[config.mk]
export PLATFORM = sky130hd
export DESIGN_NAME = ham_enc_sched
export DESIGN_NICKNAME = d
export VERILOG_FILES = /design/src/rtl/ham_enc_sched.sv
export SDC_FILE = /design/constraint.sdc
export NUM_CORES = 1
export LEC_CHECK = 0
export CAP_MARGIN = 10
export CORE_AREA = 2 2 79 81
export DETAILED_ROUTE_END_ITERATION = 12
export DIE_AREA = 0 0 81 83
export GPL_TIMING_DRIVEN = 0
export PLACE_DENSITY = 0.76
export SLEW_MARGIN = 25
export SYNTH_ARGS = -nofsm -noshare
export SYNTH_HDL_FRONTEND = slang
export SYNTH_HIERARCHICAL = 1
export SYNTH_SLANG_ARGS = --single-unit
[constraint.sdc]
create_clock -name clk -period 2.7 [get_ports clk]
set_input_delay 0.405 -clock clk [delete_from_list [all_inputs] [get_ports clk]]
set_output_delay 0.405 -clock clk [all_outputs]
set_load 0.05 [all_outputs]
[src/rtl/ham_enc_sched.sv]
// ham_enc_sched: round-robin scheduler sharing one Hamming(15,11) encoder, feeding a 2-entry output FIFO.
// Define HAM_ENC_SCHED_ERR_INJ_EN to add inj_en/inj_pos single-bit error injection on push.
module ham_15_11_encoder (
  input  logic [10:0] data,
  output logic [14:0] code
);
  logic p1, p2, p4, p8;
  assign p1 = ^{data[10], data[8], data[6], data[4], data[3], data[1], data[0]};
  assign p2 = ^{data[10], data[9], data[6], data[5], data[3], data[2], data[0]};
  assign p4 = ^{data[10], data[9], data[8], data[7], data[3], data[2], data[1]};
  assign p8 = ^data[10:4];
  assign code = {data[10:4], p8, data[3:1], p4, data[0], p2, p1};
endmodule

module ham_enc_sched #(
  parameter int NUM_REQ = 4,
  parameter int SRC_W = 2
) (
  input  logic                   clk,
  input  logic                   rst,
  input  logic [NUM_REQ-1:0]     req_valid,
  input  logic [11*NUM_REQ-1:0]  req_data,
  output logic [NUM_REQ-1:0]     req_ready,
  output logic                   out_valid,
  output logic [14:0]            out_code,
  output logic [SRC_W-1:0]       out_src,
  input  logic                   out_ready,
`ifdef HAM_ENC_SCHED_ERR_INJ_EN
  input  logic                   inj_en,
  input  logic [3:0]             inj_pos,
`endif
  output logic                   busy
);
  localparam logic [1:0] EMPTY = 2'd0, TWO = 2'd2;
  logic [1:0] count;
  logic [SRC_W-1:0] rr_ptr, gnt_idx, rr_next;
  logic [SRC_W:0] sum;
  logic [2*NUM_REQ-1:0] rot;
  logic gnt_any, push, pop, wr_ptr, rd_ptr;
  logic [10:0] enc_data;
  logic [14:0] enc_code, store_code;
  logic [14:0] mem_code [2];
  logic [SRC_W-1:0] mem_src [2];
  // Rotate so bit 0 is rr_ptr; the lowest set bit after rotation is the winner.
  always_comb begin
    rot = {req_valid, req_valid} >> rr_ptr;
    gnt_any = 1'b0;
    gnt_idx = '0;
    sum = '0;
    for (int k = NUM_REQ - 1; k >= 0; k--)
      if (rot[k]) begin
        gnt_any = 1'b1;
        sum = {1'b0, rr_ptr} + (SRC_W+1)'(k);
        gnt_idx = (sum >= (SRC_W+1)'(NUM_REQ)) ? SRC_W'(sum - (SRC_W+1)'(NUM_REQ)) : SRC_W'(sum);
      end
  end
  assign push = gnt_any && count != TWO;
  assign pop = out_valid && out_ready;
  assign req_ready = push ? NUM_REQ'(1) << gnt_idx : '0;
  assign rr_next = (gnt_idx == SRC_W'(NUM_REQ - 1)) ? '0 : gnt_idx + 1'b1;
  assign enc_data = 11'(req_data >> (11 * gnt_idx));
  ham_15_11_encoder u_enc (.data(enc_data), .code(enc_code));
`ifdef HAM_ENC_SCHED_ERR_INJ_EN
  assign store_code = enc_code ^ ((inj_en && inj_pos != 4'd15) ? 15'(1) << inj_pos : 15'd0);
`else
  assign store_code = enc_code;
`endif
  always_ff @(posedge clk) begin
    if (rst) begin
      count <= EMPTY;
      rr_ptr <= '0;
      wr_ptr <= 1'b0;
      rd_ptr <= 1'b0;
    end else begin
      if (push) begin
        wr_ptr <= ~wr_ptr;
        rr_ptr <= rr_next;
      end
      if (pop) rd_ptr <= ~rd_ptr;
      count <= count + {1'b0, push} - {1'b0, pop};
    end
  end
  always_ff @(posedge clk) begin
    if (!rst && push) begin
      mem_code[wr_ptr] <= store_code;
      mem_src[wr_ptr] <= gnt_idx;
    end
  end
  assign out_valid = count != EMPTY;
  assign busy = out_valid;
  assign out_code = mem_code[rd_ptr];
  assign out_src = mem_src[rd_ptr];
endmodule

Word-level counts from Yosys, hierarchy flattened
Memory sizes are Yosys's and may differ from the RTL's. A register that Yosys moved wholly into a read port is not among the register bits.
Cells that the tools add are included.

cells by class
  add/sub/neg operators = 10
  multipliers = 1
  $lt $le $gt $ge = 4
  equality and inequality tests = 2
  shift operators = 3
  muxes and demuxes = 20
  bitwise operators = 2
  reduce and logical (&&, ||, !) cells = 9

operators by type and width
  cell                                                               number
  >> shifter 44 x 6 -> 11 bit                                        1
  parity 7 bit                                                       4
  2-to-1 mux 2 bit                                                   9
  2-to-1 mux 1 bit                                                   10
  greater-or-equal comparator 3 bit, second input constant           3
  >> shifter 8 x 2 -> 4 bit                                          1
  subtractor 2 x 1 -> 2 bit, second input constant                   4
  adder 2 x 2 -> 3 bit, second input constant                        2
  multiplier 4 x 2 -> 6 bit, first input constant                    1
  2-to-1 mux 4 bit                                                   1
  << shifter 1 x 2 -> 4 bit, first input constant                    1
  adder 2 x 1 -> 3 bit, second input constant                        1
  greater-or-equal comparator 2 x 3 -> 1 bit, second input constant  1
  logical AND 1 bit                                                  3
  adder 2 x 1 -> 2 bit                                               1
  adder 2 x 1 -> 2 bit, second input constant                        1
  equality test 2 bit, second input constant                         1
  inequality test 2 bit, second input constant                       1
  NOT 1 bit                                                          2
  nonzero test 2 bit                                                 1
  subtractor 2 x 1 -> 2 bit                                          1
  zero test 1 bit                                                    1

word-level totals
  register bits after elaboration = 6
  memory bits (writable) = 34
  input bits = 51
  output and inout port bits = 23
  logic and storage cells = 57
  memories = 2

memories
  memory    depth  width  read ports  clocked after memory_dff  wr ports  line  text
  mem_code  2      15     1           1                         1         42    logic [14:0] mem_code [2];
  mem_src   2      2      1           1                         1         43    logic [SRC_W-1:0] mem_src [2];

Longest topological paths before layout
  depth in word-level cells = 10
  gate-level depth with buffers = 10
  mapped depth without buffers = 7

Cells and area by module
The synthesis kept the hierarchy.

by module, submodules not included
  module             times used  cells each  area each (µm²)  seq. area each (µm²)
  ham_enc_sched      1           150         2,118.3          1,161.1
  ham_15_11_encoder  1           28          346.6            0.0

Worst setup path before layout
Ideal clock, no wire load.

  kind = input port to flip-flop
  from = input req_valid[0]
  to = memory mem_code[0][7] (data pin)
  setup time = 0.252 ns
  arrival = 2.335 ns
  slack = 0.113 ns
  cell stages on the path = 9
  buffers on the path = 2
  cells stage by stage = and2b_1 a21oi_1 o22ai_1 a21oi_4 buf_6 mux2i_1 xor3_1 xnor3_1 buf_4

on the way
  cells in the longest elaborated chain, start to end = 8

RTL lines
  what                             line  text
  start: declaration               21    input logic [NUM_REQ-1:0] req_valid,
  >> shifter 8 x 2 -> 4 bit (*)    46    rot = {req_valid, req_valid} >> rr_ptr;
  2-to-1 mux 2 bit (3 in a row)    51    if (rot[k]) begin
  2-to-1 mux 2 bit (*)             51
  net gnt_idx[0]                   36    logic [SRC_W-1:0] rr_ptr, gnt_idx, rr_next;
  multiplier 4 x 2 -> 6 bit (*)    61    assign enc_data = 11'(req_data >> (11 * gnt_idx));
  >> shifter 44 x 6 -> 11 bit (*)  61
  net enc_data[6]                  40    logic [10:0] enc_data;
  parity 7 bit (*)                 11    assign p8 = ^data[10:4];
  net u_enc.p8                     7     logic p1, p2, p4, p8;
  end: declaration                 42

Mark *: on every way through the listed nets, which the timed path passes. The rest lies on a longest branch.

Worst setup path in the final report
  from = input req_valid[1]
  to = memory mem_code[0][7] (data pin)

on the way
  cells in the longest elaborated chain, start to end = 8

RTL lines
  what                             line  text
  >> shifter 8 x 2 -> 4 bit (*)    46
  2-to-1 mux 2 bit (3 in a row)    51
  2-to-1 mux 2 bit (*)             51
  net gnt_idx[1]                   36
  multiplier 4 x 2 -> 6 bit (*)    61
  >> shifter 44 x 6 -> 11 bit (*)  61
  net enc_data[9]                  40
  parity 7 bit (*)                 11
  net enc_code[7]                  41    logic [14:0] enc_code, store_code;

Marks and branches as above.

==> flow_summary_export.csv <==
group,metric,value,unit
floorplanning,core,5816,um2
clock_tree,clk_path_buf_depth,2,
placement,gp_congestion,0.7255,
timing,max_slew_margin,44.36,%
worst_setup_path,crit_buf_inv,4,
timing,rsz0062_at_grt,"true",
job,max-cap-violations,0,
run_status,status,"finished with violations",
timing,slew_viol_final,0,
final_layout,num_antenna_cells,0,
final_layout,fillers,440,
routing,drt-pass1-iter-count,4,
clock_tree,cts_made_buffers,5,
logic_synthesis,ys_async_sr_fraction,0,%
placement,pre_cts_ws,-0.7879,ns
floorplanning,die_x,81,um
routing,vias,1760,
clock_tree,htree_levels,2,
worst_setup_path,cp_slowest_cell,"xnor3_1",
final_layout,area.growth.synth_to_final,59.95,%
worst_setup_path,worstPathMaxFanout,7,
floorplanning,die_y,83,um
timing,fmax,358.5,MHz
global_routing,grt_max_degree,18,
logic_synthesis,syn-num-nets,234,
timing,tns,-0.3404,ns
routing,drt-wirelength-per-cell,16.93,um
final_layout,layout-drive-gt1-share,40.36,%
power,leakagePower,0.001548,uW
final_layout,final_util,67.79,%
worst_hold_path,hp-class,"in -> reg",
logic_synthesis,syn_area,2465,um2
floorplanning,row_count,28,
clock_tree,clkLatencyLatePin,0.28,ns
logic_synthesis,avgSynthCellArea,13.85,um2
timing,worst_pin_slew,0.8346,ns
routing,drc_errors,0,
worst_setup_path,cp.arrival,2.80,ns
timing,hold_violations,0,
logic_synthesis,ys.flop_type,"edfxtp_1",
global_routing,antenna_found_initial,0,
worst_setup_path,cp.depth,11,
floorplanning,start_util,42.38,%
floorplanning,dieArea,6723,um2
worst_setup_path,crit_path_end_kind,"register",
power,power_density,1202,nW/um2
clock_tree,cts_hold_buf,0,
timing,fin_ws,-0.08946,ns
logic_synthesis,yosysUniqueCellTypes,36,
worst_setup_path,cp_cell_sequence,"dlygate4sd2_1 > a21o_1 > a21oi_2 > o22a_4 > buf_12 > buf_16 > buf_12 > mux2i_4 > mux2i_4 > xnor2_2 > xnor3_1",
logic_synthesis,syn_inst,178,
final_layout,layout.nets,335,
logic_synthesis,synth_edf_count,34,
global_routing,grt_overflow,0,
floorplanning,io_pins,74,
global_routing,grt_pass1_vias,1697,
run_status,violations,"negative setup slack",
clock_tree,cts_tree,"built",
routing,wirelength,6.009,mm
global_routing,grt_pass1_wl,7.686,mm
timing,setup_viol,8,
worst_setup_path,r2r_cells,10,
worst_setup_path,cp_top_family,"XOR/XNOR gates",
worst_setup_path,crit_type,"in -> reg",
worst_setup_path,slowest_delay,0.45,ns
placement,io_buffers,72,
timing,skew,0.003771,ns
worst_setup_path,crit_required,2.71,ns
timing,min_period,2.789,ns
global_routing,grtUsageTotal,14.90,%
clock_tree,clockRootBuffer,"clkbuf_8",
logic_synthesis,yosys_warnings,6,
logic_synthesis,synth_seq_cells,41,
power,peakVddDrop,0.5662,mV
logic_synthesis,ys_seq_area_share,47.11,%
routing,drt_iter0_markers,77,
routing,viasPerCell,4.958,
timing,period_share,103.3,%
clock_tree,clock-sinks,41,
worst_setup_path,start_kind,"input port",
worst_hold_path,min_path_cells,2,
clock_tree,clkTransAtPathRegs,0.07,ns
placement,hpwl,3.626,mm
routing,ant_nets,0,
## worst register-to-register path, stage by stage, from the launching register on
cell	delay, ns
dfxtp_4	0.36
and2b_1	0.23
nor2_1	0.07
o22a_4	0.29
buf_12	0.14
buf_16	0.14
buf_12	0.14
mux2i_4	0.19
mux2i_4	0.28
xnor2_2	0.22
xnor3_1	0.45
## power by group
part           internal (uW)  switching (uW)  leakage, uW
Sequential              1060            80.7     0.000377
Combinational           1540            1570      0.00111
Clock                    301             192    0.0000585
## final timing paths
| check | slack, ns | to | from |
|---|---|---|---|
| setup reg to reg | -0.08 | mem_code[0][7]$_DFFE_PP_ | rr_ptr[0]$_SDFFE_PP0P_ |
| hold / removal | 0.50 | rd_ptr$_SDFFE_PP0P_ | rst |
| hold reg to reg | 0.51 | rd_ptr$_SDFFE_PP0P_ | rd_ptr$_SDFFE_PP0P_ |
| setup / recovery | -0.09 | mem_code[0][7]$_DFFE_PP_ | req_valid[1] |
## cells in the mapped netlist (2+ instances only)
cell type / count / area, um2
a21oi_1: 6 / 30.03
and2_1: 4 / 25.02
buf_4: 16 / 120.1
buf_6: 2 / 22.52
clkbuf_1: 2 / 7.510
dfxtp_1: 7 / 140.1
edfxtp_1: 34 / 1021
ha_1: 5 / 62.56
inv_1: 6 / 22.52
mux2_2: 17 / 191.4
mux2i_1: 35 / 350.3
nand2_1: 2 / 7.510
nor2_1: 7 / 26.28
o22ai_1: 2 / 12.51
xnor2_1: 3 / 26.28
xnor3_1: 6 / 135.1
xor2_1: 4 / 35.03
xor3_1: 2 / 47.55
## layout by cell type (no fill, tap or decap), types with 2 or more instances in the layout
master and instances:
dlygate4sd2_1 12, and2_1 4, mux2i_4 19, buf_4 29, mux2i_1 10, mux2i_2 6, dfxtp_1 5, clkbuf_1 3
inv_1 6, nand2_1 2, xnor2_1 2, edfxtp_1 34, buf_12 5, a21oi_2 3, mux2_2 17, ha_1 5
xnor3_1 6, xor3_1 2, o22ai_1 2, a21oi_1 4, nor2_1 7, clkdlybuf4s50_1 54, xor2_1 2, buf_6 6
buf_2 3, clkbuf_8 6, xor2_2 2, xnor2_2 2
## final cells by class
| class | instances | area [um2] | share of cell area (%) |
|---|---|---|---|
| flip-flops and latches | 41 | 1166 | 29.58 |
| repair buffers | 99 | 979.7 | 24.85 |
| inverters | 6 | 22.52 | 0.5712 |
| plain buffers | 18 | 170.2 | 4.316 |
| well taps | 75 | 93.84 | 2.380 |
| clock buffers | 7 | 86.33 | 2.190 |
| clock inverters | 1 | 30.03 | 0.7617 |
| multi-input cells | 108 | 1394 | 35.35 |
## metal layers
metal  part of all wire, %  track usage (%)  up-vias  wire (um)
li1                      -                -      836          -
met1                    41            17.89      863       2434
met2                    54            26.22       54       3243
met3                   3.8            1.957        7        228
met4                   1.7            6.317        0        102
met5                     0                0        -          0
## logic make-up (layout without fill, tap and decap cells)
logic type                 after synthesis  count (layout)  share of synthesized area (%)
AOI/OAI and AO/OA                       14              14                          3.960
adders and majority gates                5               5                          2.538
DFF                                     41              41                          47.11
and+or+nand+nor                         21              21                          5.229
xor gates and xnor gates                16              16                          10.56
buffers and inverters                   29             131                          8.629
muxes                                   52              52                          21.98
## metrics by stage
stage | hold WS (ns) | std cells | power, uW | instance area, um2
after floorplan | 0.4725 | 178 | 3199 | 2465
after global placement | 0.4850 | 325 | 3767 | 3279
after detailed placement | 0.4948 | 327 | 3834 | 3303
after CTS | 0.4800 | 337 | 4384 | 3505
after global routing | 0.5281 | 355 | 4929 | 3943
final | 0.5025 | 355 | 4737 | 3943
## flip-flops by register name (all words and copies together), names as in the netlist, named ones only
| signal | count |
|---|---|
| mem_code | 30 |
| mem_src | 4 |
| count | 2 |
| rr_ptr | 2 |
| rd_ptr | 1 |
| wr_ptr | 1 |
## what timing repair did
action	4_1_cts	5_1_grt
cloned	0	1
gates resized for setup	45	59
hold endpoints to repair	0	0
setup buffers	2	22
pin swaps	1	13
endpoints found under the setup margin	22	12
(Power assumes the default switching activity.)
